### src/rtl/keyboard_pkg.sv
// Shared types and constants for the HID boot-keyboard report decoder.
package keyboard_pkg;

  typedef enum logic [1:0] {
    ST_IDLE    = 2'd0,
    ST_COLLECT = 2'd1,
    ST_COMMIT  = 2'd2
  } state_t;

  localparam int         HID_REPORT_LEN   = 8;
  localparam logic [7:0] KEY_ERR_ROLLOVER = 8'h01;
  localparam logic [7:0] KEY_LEFT         = 8'h50;
  localparam logic [7:0] KEY_RIGHT        = 8'h4f;

  function automatic logic is_move_key(input logic [7:0] key);
    return (key == KEY_LEFT) || (key == KEY_RIGHT);
  endfunction

endpackage

### src/rtl/keycode_promote.sv
// Moves the first left/right arrow key of the six report slots into slot 0.
// Only instantiated when MOVE_KEY_PROMOTE_EN is defined.
module keycode_promote
  import keyboard_pkg::*;
(
  input  logic [47:0] i_slots,
  output logic [31:0] o_pub
);

  logic       w_found;
  logic [2:0] w_idx;

  // Scan high to low so the lowest-indexed movement key wins.
  always_comb begin
    w_found = 1'b0;
    w_idx   = 3'd0;
    for (int i = 5; i >= 0; i--) begin
      if (is_move_key(i_slots[8*i +: 8])) begin
        w_found = 1'b1;
        w_idx   = 3'(i);
      end else begin
        w_found = w_found;
      end
    end
  end

  // Slots 4..5 only matter as a swap source; the displaced slot-0 key lands there unseen.
  always_comb begin
    o_pub = i_slots[31:0];
    if (w_found) begin
      o_pub[7:0] = i_slots[{w_idx, 3'b000} +: 8];
      if (w_idx < 3'd4) begin
        o_pub[{w_idx[1:0], 3'b000} +: 8] = i_slots[7:0];
      end else begin
        o_pub = o_pub;
      end
    end else begin
      o_pub = i_slots[31:0];
    end
  end

endmodule

### src/rtl/keycode_report_decoder.sv
// Assembles 8-byte HID boot-keyboard reports and publishes keys atomically.
// Optional feature: define MOVE_KEY_PROMOTE_EN to promote arrow keys into keycode.
module keycode_report_decoder
  import keyboard_pkg::*;
#(
  parameter int TIMEOUT_CYCLES = 50000,
  parameter int CNT_W          = 16
) (
  input  logic       Clk,
  input  logic       Reset,
  input  logic       in_valid,
  input  logic [7:0] in_data,
  input  logic       in_sop,
  output logic       in_ready,
  output logic [7:0] keycode,
  output logic [7:0] keycode2,
  output logic [7:0] keycode3,
  output logic [7:0] keycode4,
  output logic [7:0] modifiers,
  output logic       report_stb,
  output logic       rollover_err,
  output logic [7:0] drop_cnt
);

  state_t           r_state;
  state_t           w_next_state;
  logic [2:0]       r_idx;
  logic [7:0]       r_mod;
  logic [47:0]      r_slots;
  logic [CNT_W-1:0] r_cnt;
  logic [31:0]      w_pub;

  logic             r_in_ready;
  logic [31:0]      r_pub;
  logic [7:0]       r_modifiers;
  logic             r_report_stb;
  logic             r_rollover_err;
  logic [7:0]       r_drop_cnt;

  logic w_accept, w_timeout, w_restart, w_drop, w_rollover, w_last_byte;
  logic w_stb_next, w_err_next, w_ready_next;

  assign w_accept    = in_valid & r_in_ready;
  assign w_last_byte = (r_idx == 3'(HID_REPORT_LEN - 1));
  // An accepted byte always beats an expiring timer.
  assign w_timeout   = (r_state == ST_COLLECT) && !w_accept &&
                       (r_cnt == CNT_W'(TIMEOUT_CYCLES - 1));
  assign w_restart   = (r_state == ST_COLLECT) && w_accept && in_sop;
  assign w_drop      = w_timeout || w_restart;
  assign w_rollover  = (r_slots == {6{KEY_ERR_ROLLOVER}});

`ifdef MOVE_KEY_PROMOTE_EN
  keycode_promote u_promote (
    .i_slots (r_slots),
    .o_pub   (w_pub)
  );
`else
  assign w_pub = r_slots[31:0];
`endif

  // State register.
  always_ff @(posedge Clk or posedge Reset) begin
    if (Reset) r_state <= ST_IDLE;
    else       r_state <= w_next_state;
  end

  // Next-state logic.
  always_comb begin
    w_next_state = r_state;
    case (r_state)
      ST_IDLE: begin
        if (w_accept && in_sop) w_next_state = ST_COLLECT;
        else                    w_next_state = ST_IDLE;
      end
      ST_COLLECT: begin
        if (w_timeout)                              w_next_state = ST_IDLE;
        else if (w_accept && !in_sop && w_last_byte) w_next_state = ST_COMMIT;
        else                                        w_next_state = ST_COLLECT;
      end
      ST_COMMIT: w_next_state = ST_IDLE;
      default:   w_next_state = ST_IDLE;
    endcase
  end

  // Output decode feeding the registered outputs.
  always_comb begin
    w_ready_next = (w_next_state != ST_COMMIT);
    w_stb_next   = 1'b0;
    w_err_next   = 1'b0;
    if (r_state == ST_COMMIT) begin
      w_stb_next = !w_rollover;
      w_err_next = w_rollover;
    end else begin
      w_stb_next = 1'b0;
      w_err_next = 1'b0;
    end
  end

  // Byte capture and inter-byte timer.
  always_ff @(posedge Clk or posedge Reset) begin
    if (Reset) begin
      r_idx   <= 3'd0;
      r_mod   <= 8'h00;
      r_slots <= 48'h0;
      r_cnt   <= {CNT_W{1'b0}};
    end else begin
      if (w_accept && in_sop) begin
        r_mod <= in_data;
        r_idx <= 3'd1;
      end else if (w_accept && (r_state == ST_COLLECT)) begin
        if (r_idx >= 3'd2) r_slots[{r_idx - 3'd2, 3'b000} +: 8] <= in_data;
        r_idx <= r_idx + 3'd1;
      end
      if ((r_state == ST_COLLECT) && !w_accept) r_cnt <= r_cnt + CNT_W'(1);
      else                                     r_cnt <= {CNT_W{1'b0}};
    end
  end

  // Published outputs, strobes and drop counter.
  always_ff @(posedge Clk or posedge Reset) begin
    if (Reset) begin
      r_in_ready     <= 1'b1;
      r_pub          <= 32'h0;
      r_modifiers    <= 8'h00;
      r_report_stb   <= 1'b0;
      r_rollover_err <= 1'b0;
      r_drop_cnt     <= 8'h00;
    end else begin
      r_in_ready     <= w_ready_next;
      r_report_stb   <= w_stb_next;
      r_rollover_err <= w_err_next;
      if (w_stb_next) begin
        r_pub       <= w_pub;
        r_modifiers <= r_mod;
      end
      if (w_drop && (r_drop_cnt != 8'hFF)) r_drop_cnt <= r_drop_cnt + 8'd1;
    end
  end

  assign in_ready     = r_in_ready;
  assign keycode      = r_pub[7:0];
  assign keycode2     = r_pub[15:8];
  assign keycode3     = r_pub[23:16];
  assign keycode4     = r_pub[31:24];
  assign modifiers    = r_modifiers;
  assign report_stb   = r_report_stb;
  assign rollover_err = r_rollover_err;
  assign drop_cnt     = r_drop_cnt;

endmodule

### config.mk
export PLATFORM = sky130hd
export DESIGN_NAME = keycode_report_decoder
export DESIGN_NICKNAME = d
export VERILOG_FILES = /design/src/rtl/keyboard_pkg.sv /design/src/rtl/keycode_promote.sv /design/src/rtl/keycode_report_decoder.sv
export SDC_FILE = /design/constraint.sdc
export NUM_CORES = 1
export LEC_CHECK = 0
export CORE_MARGIN = 4
export CORE_UTILIZATION = 40
export DETAILED_ROUTE_END_ITERATION = 7
export HOLD_SLACK_MARGIN = 0.15
export PLACE_DENSITY = 0.57
export SLEW_MARGIN = 5
export SYNTH_ARGS = -nofsm -noshare
export SYNTH_HDL_FRONTEND = slang
export SYNTH_SLANG_ARGS = --single-unit
### constraint.sdc
create_clock -name Clk -period 5.6 [get_ports Clk]
set_clock_uncertainty 0.2 [all_clocks]
set_input_delay 1.12 -clock Clk [delete_from_list [all_inputs] [get_ports Clk]]
set_output_delay 1.12 -clock Clk [all_outputs]
set_load 0.05 [all_outputs]
---- Word level (Yosys, flattened, before mapping) ----
Cells that the tools add are included.
storage, ports and cells
  flip-flop bits (word level) ............. 128
  output and inout port bits .............. 51
operators by class
  bitwise gates (word level) .............. 2
  magnitude comparators ................... 1
  reduce and logical (&&, ||, !) cells .... 15
  eq/ne operators ......................... 7
  add/sub/neg operators ................... 5
  multiplexer cells ....................... 10
  shift-type cells ........................ 2
operators with widths
  kind                    count
  $bwmux 48               1
  $eq 48x41->1 const B    1
  $shift 8x8->48 const A  1
  $shiftx 8x8->48         1
  $add 16x1->16 const B   1
  $eq 16x16->1 const B    1
  $mux 16                 1
  $add 8x1->8 const B     1
  $logic_and 1x1->1       8
  $ne 8x8->1 const B      1
  $neg 6->8               1
  $mux 3                  2
  $mux 2                  2
  $pmux 2 s2              1
  $add 3x1->3 const B     1
  $eq 3x3->1 const B      1
  $ge 3x2->1 const B      1
  $logic_not 1->1         3
  $mux 1                  3
  $reduce_and 3->1        1
  $sub 3x2->3 const B     1
  $eq 2x1->1 const B      1
  $eq 2x2->1 const B      1
  $logic_not 2->1         1
  5 further kinds         5

---- Depth between registers and ports, before layout ----
Gate-level depths: netlist of run 1.
  depth in word-level cells ............... 7
  gate-level depth with buffers ........... 9
  gate-level depth less buffers ........... 8

---- Worst setup path before layout of run 1 ----
Ideal clock, no wire load.
  kind .................................... input-to-reg
  from .................................... in in_valid
  to ...................................... reg r_slots[0]
  stages .................................. 5
  path slack .............................. 2933 ps
  data arrival time ....................... 2342 ps
  library setup time ...................... 125 ps
  cell sequence ........................... nand2_1 a2111oi_4 and3_1 buf_4 mux2_2
on the way
  word-level cells in the longest chain between the ends .. 4
  elaborated cells on any way between the ends .. 5
  those cells by class .................... 2 x bitwise; 3 x reduce/logical
RTL lines
  item                             line                           source
  from (decl)                      keycode_report_decoder.sv:11   input logic in_valid,
  $and 1x1->1 (*)                  keycode_report_decoder.sv:43   assign w_accept = in_valid & r_in_ready;
  $logic_and 1x1->1                keycode_report_decoder.sv:107  if (w_accept && in_sop) begin
  $not 1->1 (no line)              n/a
  $reduce_and 3->1 (no line) (*)   n/a
  to (signal, indexed assignment)  keycode_report_decoder.sv:111  if (r_idx >= 3'd2) r_slots[{r_idx - 3'd2, 3'b000} +: 8] <= in_data;
  to (decl)                        keycode_report_decoder.sv:29   logic [47:0] r_slots;
Mark *: on every way between the ends. The rest lies on a longest branch, timed or not.
A chain may end at the register's enable or synchronous reset.

---- Worst setup path in the final report of run 1 ----
  from .................................... in in_valid
  to ...................................... reg r_slots[41]
Same word-level chain as after synthesis.

==> results of run 1 <==
[registers in the layout (all words and copies together), names as in the netlist]
| name | count |
|---|---|
| r_slots | 48 |
| r_pub | 32 |
| r_cnt | 16 |
| drop_cnt | 8 |
| modifiers | 8 |
| r_mod | 8 |
| r_idx | 3 |
| r_state | 2 |
| in_ready | 1 |
| report_stb | 1 |
| rollover_err | 1 |
[cells in the mapped netlist]
cell type                   instances  area share, %
sky130_fd_sc_hd__mux2_2            55             11
sky130_fd_sc_hd__a22o_1             1           0.16
sky130_fd_sc_hd__a31oi_1            1           0.11
sky130_fd_sc_hd__nand2b_1           4           0.46
sky130_fd_sc_hd__clkbuf_1           3           0.21
sky130_fd_sc_hd__nand3_4            1           0.32
sky130_fd_sc_hd__o211ai_1           2           0.27
sky130_fd_sc_hd__and3_1             9            1.0
sky130_fd_sc_hd__inv_1              7           0.48
sky130_fd_sc_hd__dfrtp_1          127             58
sky130_fd_sc_hd__buf_1              1          0.069
sky130_fd_sc_hd__buf_6              5            1.0
sky130_fd_sc_hd__or3_1              1           0.11
sky130_fd_sc_hd__nand3_1           15            1.4
sky130_fd_sc_hd__o2111ai_1          1           0.16
sky130_fd_sc_hd__and4_1             3           0.48
sky130_fd_sc_hd__nand2_1           89            6.1
sky130_fd_sc_hd__a21oi_1            2           0.18
sky130_fd_sc_hd__xor2_1            10            1.6
sky130_fd_sc_hd__and3b_1            1           0.16
sky130_fd_sc_hd__nor4b_1            6           0.96
sky130_fd_sc_hd__buf_2              5           0.46
sky130_fd_sc_hd__o21ai_0           31            2.8
sky130_fd_sc_hd__a2111oi_4          1           0.50
sky130_fd_sc_hd__or3b_1             1           0.16
sky130_fd_sc_hd__o21ai_1            5           0.46
sky130_fd_sc_hd__nand4_1           14            1.6
sky130_fd_sc_hd__nor4_1             7           0.80
sky130_fd_sc_hd__nor2_1            17            1.2
sky130_fd_sc_hd__ha_1              10            2.3
sky130_fd_sc_hd__dfstp_2            1           0.48
sky130_fd_sc_hd__nor3_1             6           0.55
sky130_fd_sc_hd__mux2_1             4           0.82
sky130_fd_sc_hd__and2_1             5           0.57
sky130_fd_sc_hd__buf_4              3           0.41
sky130_fd_sc_hd__nor4bb_1           1           0.18
sky130_fd_sc_hd__nand4b_1           1           0.16
sky130_fd_sc_hd__o22ai_1            1           0.11
sky130_fd_sc_hd__mux2i_1            1           0.18
sky130_fd_sc_hd__nor3b_1            1           0.14
sky130_fd_sc_hd__xnor2_1            8            1.3
sky130_fd_sc_hd__nor2b_1            1           0.11
[routing by layer]
layer	track usage, %	routed length (µm)
met1	20.3	5460
met2	25.2	5740
met3	5.12	539
met4	4.66	129
met5	0	0
[worst paths after layout]
path | to | cells after the start | slack, ns
setup reg to reg | r_pub[17] | 5 | 2.43
min in group asynchronous | modifiers[7] | 2 | 1.08
hold reg to reg | r_slots[39] | 2 | 0.27
hold / removal | r_slots[39] | 2 | 0.27
max in group asynchronous | modifiers[2] | 3 | 3.16
setup / recovery | r_slots[41] | 6 | 2.04
[per-stage QoR]
stage	instances	hold slack (ns)	util, %	instance area (µm²)
after detailed placement	691	0.260	46.7	6210
after CTS	723	0.272	51.3	6820
after global placement	691	0.249	46.7	6210
final	723	0.271	51.3	6820
after global routing	723	0.296	51.3	6820
after floorplan	468	0.231	-	5470
[area by class of cell]
type | count | area share (%)
tap | 176 | 3.23
timing repair buffer | 64 | 9.32
clock inverter | 12 | 2.31
clock buffer | 20 | 6.69
multi-input combinational | 316 | 31.1
sequential | 128 | 47.0
inverter | 7 | 0.422
[worst register-to-register path: stages, from the launching register on]
cell and delay (ns):
sky130_fd_sc_hd__dfrtp_1 0.41, sky130_fd_sc_hd__nor4b_1 0.54, sky130_fd_sc_hd__nand4_1 0.17, sky130_fd_sc_hd__nor3_1 0.37
sky130_fd_sc_hd__or3b_2 0.93, sky130_fd_sc_hd__mux2_2 0.45
[power groups by stage]
stage                     clock, mW  sequential, mW  combinational [mW]
after floorplan                   0            1.22               0.288
after global placement            0            1.17               0.496
after detailed placement          0            1.17               0.505
after CTS                      1.16            1.16               0.509
after global routing           1.20            1.18               0.559
final                          1.13            1.16               0.503
[cell families (layout without fill, tap and decap cells)]
kind of cell               count (synthesis)  after routing  share of synthesized area, %
and+or+nand+nor                          183            183                          16.4
DFF                                      128            128                          58.6
muxes                                     60             60                          12.3
AOI/OAI and AO/OA                         45             45                          4.80
buffers and inverters                     24            103                          2.65
xor gates and xnor gates                  18             18                          2.88
adders and majority gates                 10             10                          2.29
==> impl_metrics.json, run 1 <==
{
  "report.final.hold_viol_count": 0,
  "avgViaCountPerCell": 5.09,
  "layout.cells.most_common": "sky130_fd_sc_hd__dfrtp_1",
  "drive_gt1_share_pct": 17.0,
  "min_path_type": "flip-flop to flip-flop",
  "finalSetupTns_ns": 0,
  "power_switching_mw": 0.836,
  "pre_cts_slack_ns": 1.64,
  "multi_input_area_mm2": 0.00212,
  "mappedNetlistNets": 490,
  "design.die.area_mm2": 0.0156,
  "cp_cell_sequence": "clkdlybuf4s50_1 > nand2_1 > a2111oi_4 > nand4b_1 > nand2_1 > o21ai_0",
  "fin_crit_ns": 3.56,
  "switching_share_pct": 29.9,
  "antenna_found_initial": 0,
  "crit_path_start_kind": "primary input",
  "place_hpwl_um": 8130,
  "seqCellArea_mm2": 0.00320,
  "syn-instance-count": 468,
  "postSynthRegisterBits": 128,
  "max_root_sink_buffers": 2,
  "syn2layout_area_growth_pct": 24.8,
  "cts.sinks": 128,
  "pwr-share-comb_pct": 18.0,
  "detailroute.via_count": 3683,
  "totalWireLength_um": 11900,
  "slew_headroom_pct": 25.3,
  "detailedRoute.firstPassIterationCount": 4,
  "yosysWarningCount": 0,
  "final_cell_mix": "sky130_fd_sc_hd__dfrtp_1, sky130_fd_sc_hd__nand2_1, sky130_fd_sc_hd__clkdlybuf4s50_1",
  "worst-endpoint-required_ns": 5.66,
  "holdBufCountCts": 0,
  "tightestPinTransition_ns": 1.12,
  "grt_start_max_net_pins": 83,
  "crit_top_cell": "sky130_fd_sc_hd__nand2_1",
  "grt_pass1_wl_um": 19600,
  "clockRootBuffer": "sky130_fd_sc_hd__clkbuf_16",
  "cp_arrival_ns": 3.62,
  "clkTransAtPathRegs_ns": 0.06,
  "p_int_mw": 1.96,
  "power_density_mw_per_mm2": 410,
  "drt_drc_violations_left": 0,
  "worstSetupStartpoint": "in_valid",
  "synth.distinct_cells": 42,
  "postCtsSetupBuffers": 0,
  "summed_instance_area_of_the_synthesized_netlist_mm2": 0.00547,
  "power.static_leakage_nw": 3.12,
  "final.fill_count": 1178,
  "place.port_buffers": 62,
  "globalRoute.totalOverflow": 0,
  "yosysSeqAreaShare_pct": 58.6,
  "antenna_cells": 0,
  "seqPwrFrac_pct": 41.5,
  "max_slew_vio_count": 0,
  "cap_viol_max_count": 0,
  "peakVddDrop_mv": 0.312,
  "ctsHtreeMaxLevel": 4,
  "tritoncts": "built",
  "cp-end-kind": "flip-flop",
  "fp.coreArea_mm2": 0.0133,
  "maxClockFrequency_mhz": 281,
  "avgSynthCellArea_um2": 11.7,
  "critical_path_buf_inv_count": 1,
  "status": "complete, no violations",
  "final_net_count": 556,
  "cp_slowest_cell": "sky130_fd_sc_hd__a2111oi_4",
  "path_delay_family": "simple AND/OR/NAND/NOR gates",
  "grt_usage_pct": 15.6,
  "worstPathMaxFanout": 16,
  "grt_pass1_vias": 3716,
  "io-pin-count": 63,
  "worst_r2r_startpoint": "r_slots[4]",
  "die_w_um": 125,
  "initial_utilization_pct": 41.1,
  "routabilityCongestion": 0.799,
  "final_min_period_over_clock_period_pct": 63.5,
  "post_cts_resized": 0,
  "power_frac_clock_pct": 40.5,
  "timing.final.setup_violations": 0,
  "critical_path.max_stage_delay_ns": 0.83,
  "worstSkewPairLatency_ns": 0.41,
  "post_detailed_route_count_of_antenna_violating_nets": 0,
  "site_rows": 42,
  "total_power_mw": 2.80,
  "wl_cell_um": 16.4,
  "timing.hold.worst.start": "r_slots[39]",
  "setup_repair_after_global_routing_missed_its_margin": "false",
  "dr.first_iter.drc_count": 139,
  "critical_path_class": "primary input to flip-flop",
  "die_h_um": 125,
  "numCtsBuffers": 17,
  "postLayoutSetupSlackWorst_ns": 2.04
}
No activity file was read; power rests on OpenSTA's default activity.
==> run 2, diff against run 1 <==
==> constraint.sdc (replaced) <==
create_clock -name Clk -period 3.57 [get_ports Clk]
set_clock_uncertainty 0.2 [all_clocks]
set_input_delay 0.714 -clock Clk [delete_from_list [all_inputs] [get_ports Clk]]
set_output_delay 0.714 -clock Clk [all_outputs]
set_load 0.05 [all_outputs]
==> run 2 against run 1 <==
  * Sequential share of layout area shrank 0.66 points
  * Routed wire length shrank 3.4%
  * Flip-flop and latch count is the same
  * Critical path type is now flip-flop to flip-flop
  * Largest power group is now clock
==> impl_metrics.json, run 2 (same netlist as run 1, synthesis figures left out) <==
{
  "grt_pass1_wl_um": 19500,
  "avgViaCountPerCell": 5.11,
  "fin_worst_hold_slack_ns": 0.273,
  "initial_utilization_pct": 41.1,
  "max_root_sink_buffers": 2,
  "max_slew_vio_count": 0,
  "min_path_type": "flip-flop to flip-flop",
  "syn2layout_area_growth_pct": 26.5,
  "register_with_the_most_flip_flops": "r_slots",
  "io-pin-count": 63,
  "die_h_um": 125,
  "flip_flop_count_of_the_largest_register_all_copies_and_words_added": 48,
  "drt_drc_violations_left": 0,
  "wl_cell_um": 15.7,
  "place_hpwl_um": 7990,
  "cp_arrival_ns": 2.87,
  "final_min_period_over_clock_period_pct": 77.7,
  "die_w_um": 125,
  "worst_r2r_startpoint": "r_slots[1]",
  "postCtsSetupBuffers": 0,
  "critical_path_class": "flip-flop to flip-flop",
  "tightestPinTransition_ns": 0.793,
  "crit_path_start_kind": "flip-flop",
  "final_net_count": 561,
  "clockRootBuffer": "sky130_fd_sc_hd__clkbuf_16",
  "post_detailed_route_count_of_antenna_violating_nets": 0,
  "antenna_cells": 0,
  "cts.sinks": 128,
  "maxClockFrequency_mhz": 361,
  "grt_pass1_vias": 3814,
  "grt_usage_pct": 15.6,
  "fin_crit_ns": 2.77,
  "fp.coreArea_mm2": 0.0133,
  "power_density_mw_per_mm2": 657,
  "design.die.area_mm2": 0.0156,
  "holdBufCountCts": 0,
  "dr.first_iter.drc_count": 155,
  "detailedRoute.firstPassIterationCount": 4,
  "globalRoute.totalOverflow": 0,
  "grt_start_max_net_pins": 86,
  "tritoncts": "built",
  "totalWireLength_um": 11500,
  "regToRegEndpoint": "r_pub[23]",
  "routabilityCongestion": 0.783,
  "peakVddDrop_mv": 0.313,
  "place.port_buffers": 62,
  "cp-end-kind": "flip-flop",
  "worstPathMaxFanout": 22,
  "drive_gt1_share_pct": 17.4,
  "numCtsBuffers": 17,
  "layout.cells.most_common": "sky130_fd_sc_hd__dfrtp_1",
  "cap_viol_max_count": 0,
  "detailroute.via_count": 3718,
  "timing.reg2reg.worst_path_depth": 6,
  "worstHoldPathCells": 2,
  "site_rows": 42,
  "worst-endpoint-required_ns": 3.66,
  "worstSkewPairLatency_ns": 0.41,
  "largestRegisters": "r_slots (48), r_pub (32), r_cnt (16)",
  "timing.hold.worst.start": "r_slots[37]",
  "finalSetupTns_ns": 0,
  "final_cell_mix": "sky130_fd_sc_hd__dfrtp_1, sky130_fd_sc_hd__nand2_1, sky130_fd_sc_hd__clkdlybuf4s50_1",
  "worstHoldEndpoint": "r_slots[37]",
  "slew_headroom_pct": 47.0,
  "ctsHtreeMaxLevel": 4,
  "setup_repair_after_global_routing_missed_its_margin": "false",
  "layout.core_utilization_pct": 52.1,
  "power.static_leakage_nw": 3.17,
  "status": "complete, no violations",
  "clkTransAtPathRegs_ns": 0.05,
  "rrSetupSlack_ns": 0.80,
  "report.final.hold_viol_count": 0,
  "timing.final.setup_violations": 0,
  "post_cts_resized": 0,
  "antenna_found_initial": 0
}
==> run 2: changes by cell type in the layout (fill, tap and decap cells not counted) <==
cell                        delta
sky130_fd_sc_hd__bufinv_16     +3
sky130_fd_sc_hd__inv_4         -1
sky130_fd_sc_hd__clkinv_2      +1
sky130_fd_sc_hd__clkinv_4      -2
sky130_fd_sc_hd__clkbuf_8      -1
sky130_fd_sc_hd__buf_12        +1
sky130_fd_sc_hd__buf_4         +4
sky130_fd_sc_hd__clkbuf_1      +2
sky130_fd_sc_hd__inv_6         -2
==> run 2: worst max-delay path, stage by stage (launching register included) <==
cell and delay [ns]:
sky130_fd_sc_hd__dfrtp_1 0.40, sky130_fd_sc_hd__nor4b_1 0.60, sky130_fd_sc_hd__nand4_1 0.21, sky130_fd_sc_hd__nor3_1 0.37, sky130_fd_sc_hd__or3b_2 0.20, sky130_fd_sc_hd__buf_4 0.28
sky130_fd_sc_hd__mux2_2 0.37
==> run 2: final cells by class <==
type | instances | area (µm²)
Clock buffer | 21 | 450
Sequential cell | 128 | 3200
Tap cell | 176 | 220
Fill cell | 1193 | 6370
Clock inverter | 11 | 210
Timing Repair Buffer | 69 | 686
Multi-Input combinational cell | 316 | 2120
Inverter | 7 | 30.0
==> run 2: stage by stage <==
stage	area, µm²	total power [mW]	setup WS, ns	instances
after floorplan	5470	2.37	1.08	468
after global placement	6260	2.63	0.485	696
after detailed placement	6260	2.64	0.390	696
after CTS	6920	4.60	0.782	728
after global routing	6920	4.78	0.622	728
final	6920	4.55	0.797	728
==> run 2: per-layer routing <==
metal / track usage (%) / routed length, µm / vias up
met3: 4.69 / 486 / 16
li1: - / - / 1775
met5: 0 / 0 / -
met4: 6.63 / 172 / 0
met1: 19.8 / 5310 / 1861
met2: 24.9 / 5500 / 66
==> run 2: worst max path at each step <==
stage	start	endpoint	slack [ns]
global placement	in_valid	r_slots[41]	0.48
global route	in_valid	r_slots[44]	0.62
CTS	r_slots[1]	r_pub[31]	0.78
finish	r_slots[1]	r_pub[23]	0.80
detailed placement	in_valid	r_slots[46]	0.39
floorplan	Reset	drop_cnt[0]	1.08
==> run 2: where the power goes <==
part / leakage (nW) / internal (mW) / switching [mW] / total [mW]
Combinational: 1.11 / 0.301 / 0.497 / 0.797
Sequential: 1.74 / 1.65 / 0.168 / 1.82
Clock: 0.317 / 1.32 / 0.612 / 1.94
Total: 3.17 / 3.27 / 1.28 / 4.55
==> run 3, diff against run 2 <==
--- a/config.mk
+++ b/config.mk
@@ -9,7 +9,7 @@
 export CORE_UTILIZATION = 40
 export DETAILED_ROUTE_END_ITERATION = 7
 export HOLD_SLACK_MARGIN = 0.15
-export PLACE_DENSITY = 0.57
+export PLACE_DENSITY = 0.59
 export SLEW_MARGIN = 5
 export SYNTH_ARGS = -nofsm -noshare
 export SYNTH_HDL_FRONTEND = slang
==> constraint.sdc (replaced) <==
create_clock -name Clk -period 2.37 [get_ports Clk]
set_clock_uncertainty 0.2 [all_clocks]
set_input_delay 0.474 -clock Clk [delete_from_list [all_inputs] [get_ports Clk]]
set_output_delay 0.474 -clock Clk [all_outputs]
set_load 0.05 [all_outputs]
==> run 3 against run 2 <==
  * Clock-buffer cell count is 1 higher
  * Hold slack worse by 0.0033 ns
  * Global-route usage rose by 0.45 points
  * Cell count up 5.9%
  * Die area is the same
  * Via count rose by 3.6%
  * Cell area grew 7.2%
  * Register-to-register slack got worse by 0.78 ns
  * Largest power group unchanged
==> impl_metrics.json, run 3 (same netlist as run 1, synthesis figures left out) <==
{
  "final.fill_count": 1128,
  "placed_cell_area_mm2": 0.00660,
  "critical_path.max_stage_delay_ns": 0.40,
  "cp_cell_sequence": "nor4b_4 > buf_4 > nand4_1 > nor3_2 > buf_4 > or3b_4 > buf_12 > mux2_2",
  "dr.first_iter.drc_count": 183,
  "cp-end-kind": "flip-flop",
  "worstPathMaxFanout": 19,
  "grt_start_max_net_pins": 72,
  "seqCellArea_mm2": 0.00320,
  "seqPwrFrac_pct": 37.7,
  "worstSkewPairLatency_ns": 0.41,
  "cap_viol_max_count": 0,
  "fin_crit_ns": 2.36,
  "critical_path_class": "flip-flop to flip-flop",
  "crit_top_cell": "sky130_fd_sc_hd__buf_4",
  "routabilityCongestion": 0.815,
  "power.static_leakage_nw": 3.55,
  "place.port_buffers": 62,
  "design.die.area_mm2": 0.0156,
  "maxClockFrequency_mhz": 424,
  "peakVddDrop_mv": 0.758,
  "multi_input_area_mm2": 0.00223,
  "antenna_found_initial": 0,
  "power_switching_mw": 1.99,
  "slew_headroom_pct": 64.6,
  "regToRegEndpoint": "modifiers[4]",
  "crit_path_end": "modifiers[4]",
  "setup_repair_after_global_routing_missed_its_margin": "true",
  "fin_worst_hold_slack_ns": 0.269,
  "timing.hold.worst.start": "r_slots[32]",
  "avgViaCountPerCell": 4.99,
  "pwr-share-comb_pct": 21.7,
  "finalInstanceArea_mm2": 0.00742,
  "final_min_period_over_clock_period_pct": 99.5,
  "antenna_cells": 0,
  "cp_arrival_ns": 2.45,
  "post_detailed_route_count_of_antenna_violating_nets": 0,
  "report.final.hold_viol_count": 0,
  "globalRoute.totalOverflow": 0,
  "max_slew_vio_count": 0,
  "flip_flop_count_of_the_largest_register_all_copies_and_words_added": 48,
  "worst-endpoint-required_ns": 2.47,
  "path_delay_family": "simple AND/OR/NAND/NOR gates",
  "worstHoldPathCells": 2,
  "tightestPinTransition_ns": 0.531,
  "critical_path_buf_inv_count": 3,
  "wl_cell_um": 15.5,
  "drt_drc_violations_left": 0,
  "worst_r2r_startpoint": "r_slots[1]",
  "tritoncts": "built",
  "max_root_sink_buffers": 2,
  "detailroute.via_count": 3851,
  "total_power_mw": 7.17,
  "site_rows": 42,
  "grt_usage_pct": 16.0,
  "holdBufCountCts": 0,
  "initial_utilization_pct": 41.1,
  "min_path_type": "flip-flop to flip-flop",
  "place_hpwl_um": 8370,
  "die_h_um": 125,
  "grt_pass1_wl_um": 19900,
  "final_cell_mix": "sky130_fd_sc_hd__dfrtp_1, sky130_fd_sc_hd__nand2_1, sky130_fd_sc_hd__clkdlybuf4s50_1",
  "worstSetupStartpoint": "r_slots[1]",
  "cp_slowest_cell": "sky130_fd_sc_hd__dfrtp_1",
  "grt_pass1_vias": 3998,
  "crit_path_start_kind": "flip-flop",
  "ctsHtreeMaxLevel": 4,
  "cts.sinks": 128,
  "register_with_the_most_flip_flops": "r_slots",
  "switching_share_pct": 27.8,
  "numCtsBuffers": 17,
  "drive_gt1_share_pct": 25.2,
  "clkTransAtPathRegs_ns": 0.05,
  "largestRegisters": "r_slots (48), r_pub (32), r_cnt (16)",
  "io-pin-count": 63,
  "power_density_mw_per_mm2": 967,
  "die_w_um": 125,
  "detailedRoute.firstPassIterationCount": 4,
  "p_int_mw": 5.18,
  "rrSetupSlack_ns": 0.01,
  "layout.cells.most_common": "sky130_fd_sc_hd__dfrtp_1",
  "power_frac_clock_pct": 40.5,
  "totalWireLength_um": 12000,
  "final_net_count": 604,
  "cp.depth": 8,
  "status": "complete, no violations",
  "fp.coreArea_mm2": 0.0133,
  "timing.reg2reg.worst_path_depth": 8,
  "timing.final.setup_violations": 0,
  "syn2layout_area_growth_pct": 35.6,
  "clockRootBuffer": "sky130_fd_sc_hd__clkbuf_16"
}
==> run 3: cell types whose count changed in the layout (fill, tap and decap cells not counted), moves of 3 or more <==
| cell | delta |
|---|---|
| sky130_fd_sc_hd__dlymetal6s2s_1 | +4 |
| sky130_fd_sc_hd__buf_4 | +39 |
| sky130_fd_sc_hd__clkbuf_8 | +4 |
| sky130_fd_sc_hd__clkdlybuf4s50_1 | -7 |
| sky130_fd_sc_hd__mux2_2 | -14 |
| sky130_fd_sc_hd__buf_12 | +3 |
| sky130_fd_sc_hd__mux2_4 | +14 |
| sky130_fd_sc_hd__clkbuf_1 | -3 |
==> run 3: repair_timing <==
item	4_1_cts	5_1_grt
pin swaps	1	3
gates resized for setup	7	25
endpoints found under the setup margin	42	53
buffers inserted	0	2
gates cloned	0	0
==> run 3: cell type report <==
class	instances	area share, %
Clock buffer	22	6.66
Clock inverter	10	2.41
Inverter	7	0.405
Multi-Input combinational cell	316	30.1
Timing Repair Buffer	112	14.3
Sequential cell	128	43.2
Tap cell	176	2.97
==> run 3: power by group through the flow <==
| stage | Combinational (mW) | Clock (mW) | Sequential, mW |
|---|---|---|---|
| global placement | 1.45 | 0 | 2.73 |
| finish | 1.56 | 2.91 | 2.71 |
| detailed placement | 1.48 | 0 | 2.74 |
| global route | 1.73 | 3.07 | 2.75 |
| CTS | 1.49 | 2.97 | 2.71 |
| floorplan | 0.681 | 0 | 2.88 |
==> run 3: worst reg2reg max path, stage by stage, from the launching register on <==
cell and delay [ns]:
sky130_fd_sc_hd__dfrtp_1 0.40, sky130_fd_sc_hd__nor4b_4 0.30, sky130_fd_sc_hd__buf_4 0.16, sky130_fd_sc_hd__nand4_1 0.12, sky130_fd_sc_hd__nor3_2 0.23, sky130_fd_sc_hd__buf_4 0.15, sky130_fd_sc_hd__or3b_4 0.14, sky130_fd_sc_hd__buf_12 0.19
sky130_fd_sc_hd__mux2_2 0.35
==> run 3: how the worst min path moves through the flow <==
| stage | to | slack (ns) |
|---|---|---|
| 5_1_grt | r_slots[34] | 0.29 |
| 2_1_floorplan | r_slots[32] | 0.23 |
| 4_1_cts | r_slots[37] | 0.27 |
| 6_report | r_slots[32] | 0.27 |
| 3_5_place_dp | r_slots[36] | 0.26 |
| 3_3_place_gp | r_slots[32] | 0.25 |
==> run 3: through the flow <==
| stage | setup TNS [ns] | worst slack (ns) | std cells | utilization (%) |
|---|---|---|---|---|
| finish | 0 | 0.0126 | 771 | 55.8 |
| global route | -2.78 | -0.0891 | 771 | 55.8 |
| CTS | 0 | 0.00407 | 769 | 54.9 |
| global placement | -12.01 | -0.214 | 737 | 49.7 |
| detailed placement | -13.54 | -0.248 | 737 | 49.7 |
| floorplan | 0 | 0.0599 | 468 | - |
==> run 3: per-layer routing <==
metal	global-route usage, %	part of all wire (%)	up-vias
li1	-	-	1873
met5	0	0	-
met4	5.36	0.76	0
met3	5.07	5.4	6
met1	20.3	44	1887
met2	26.2	50	85
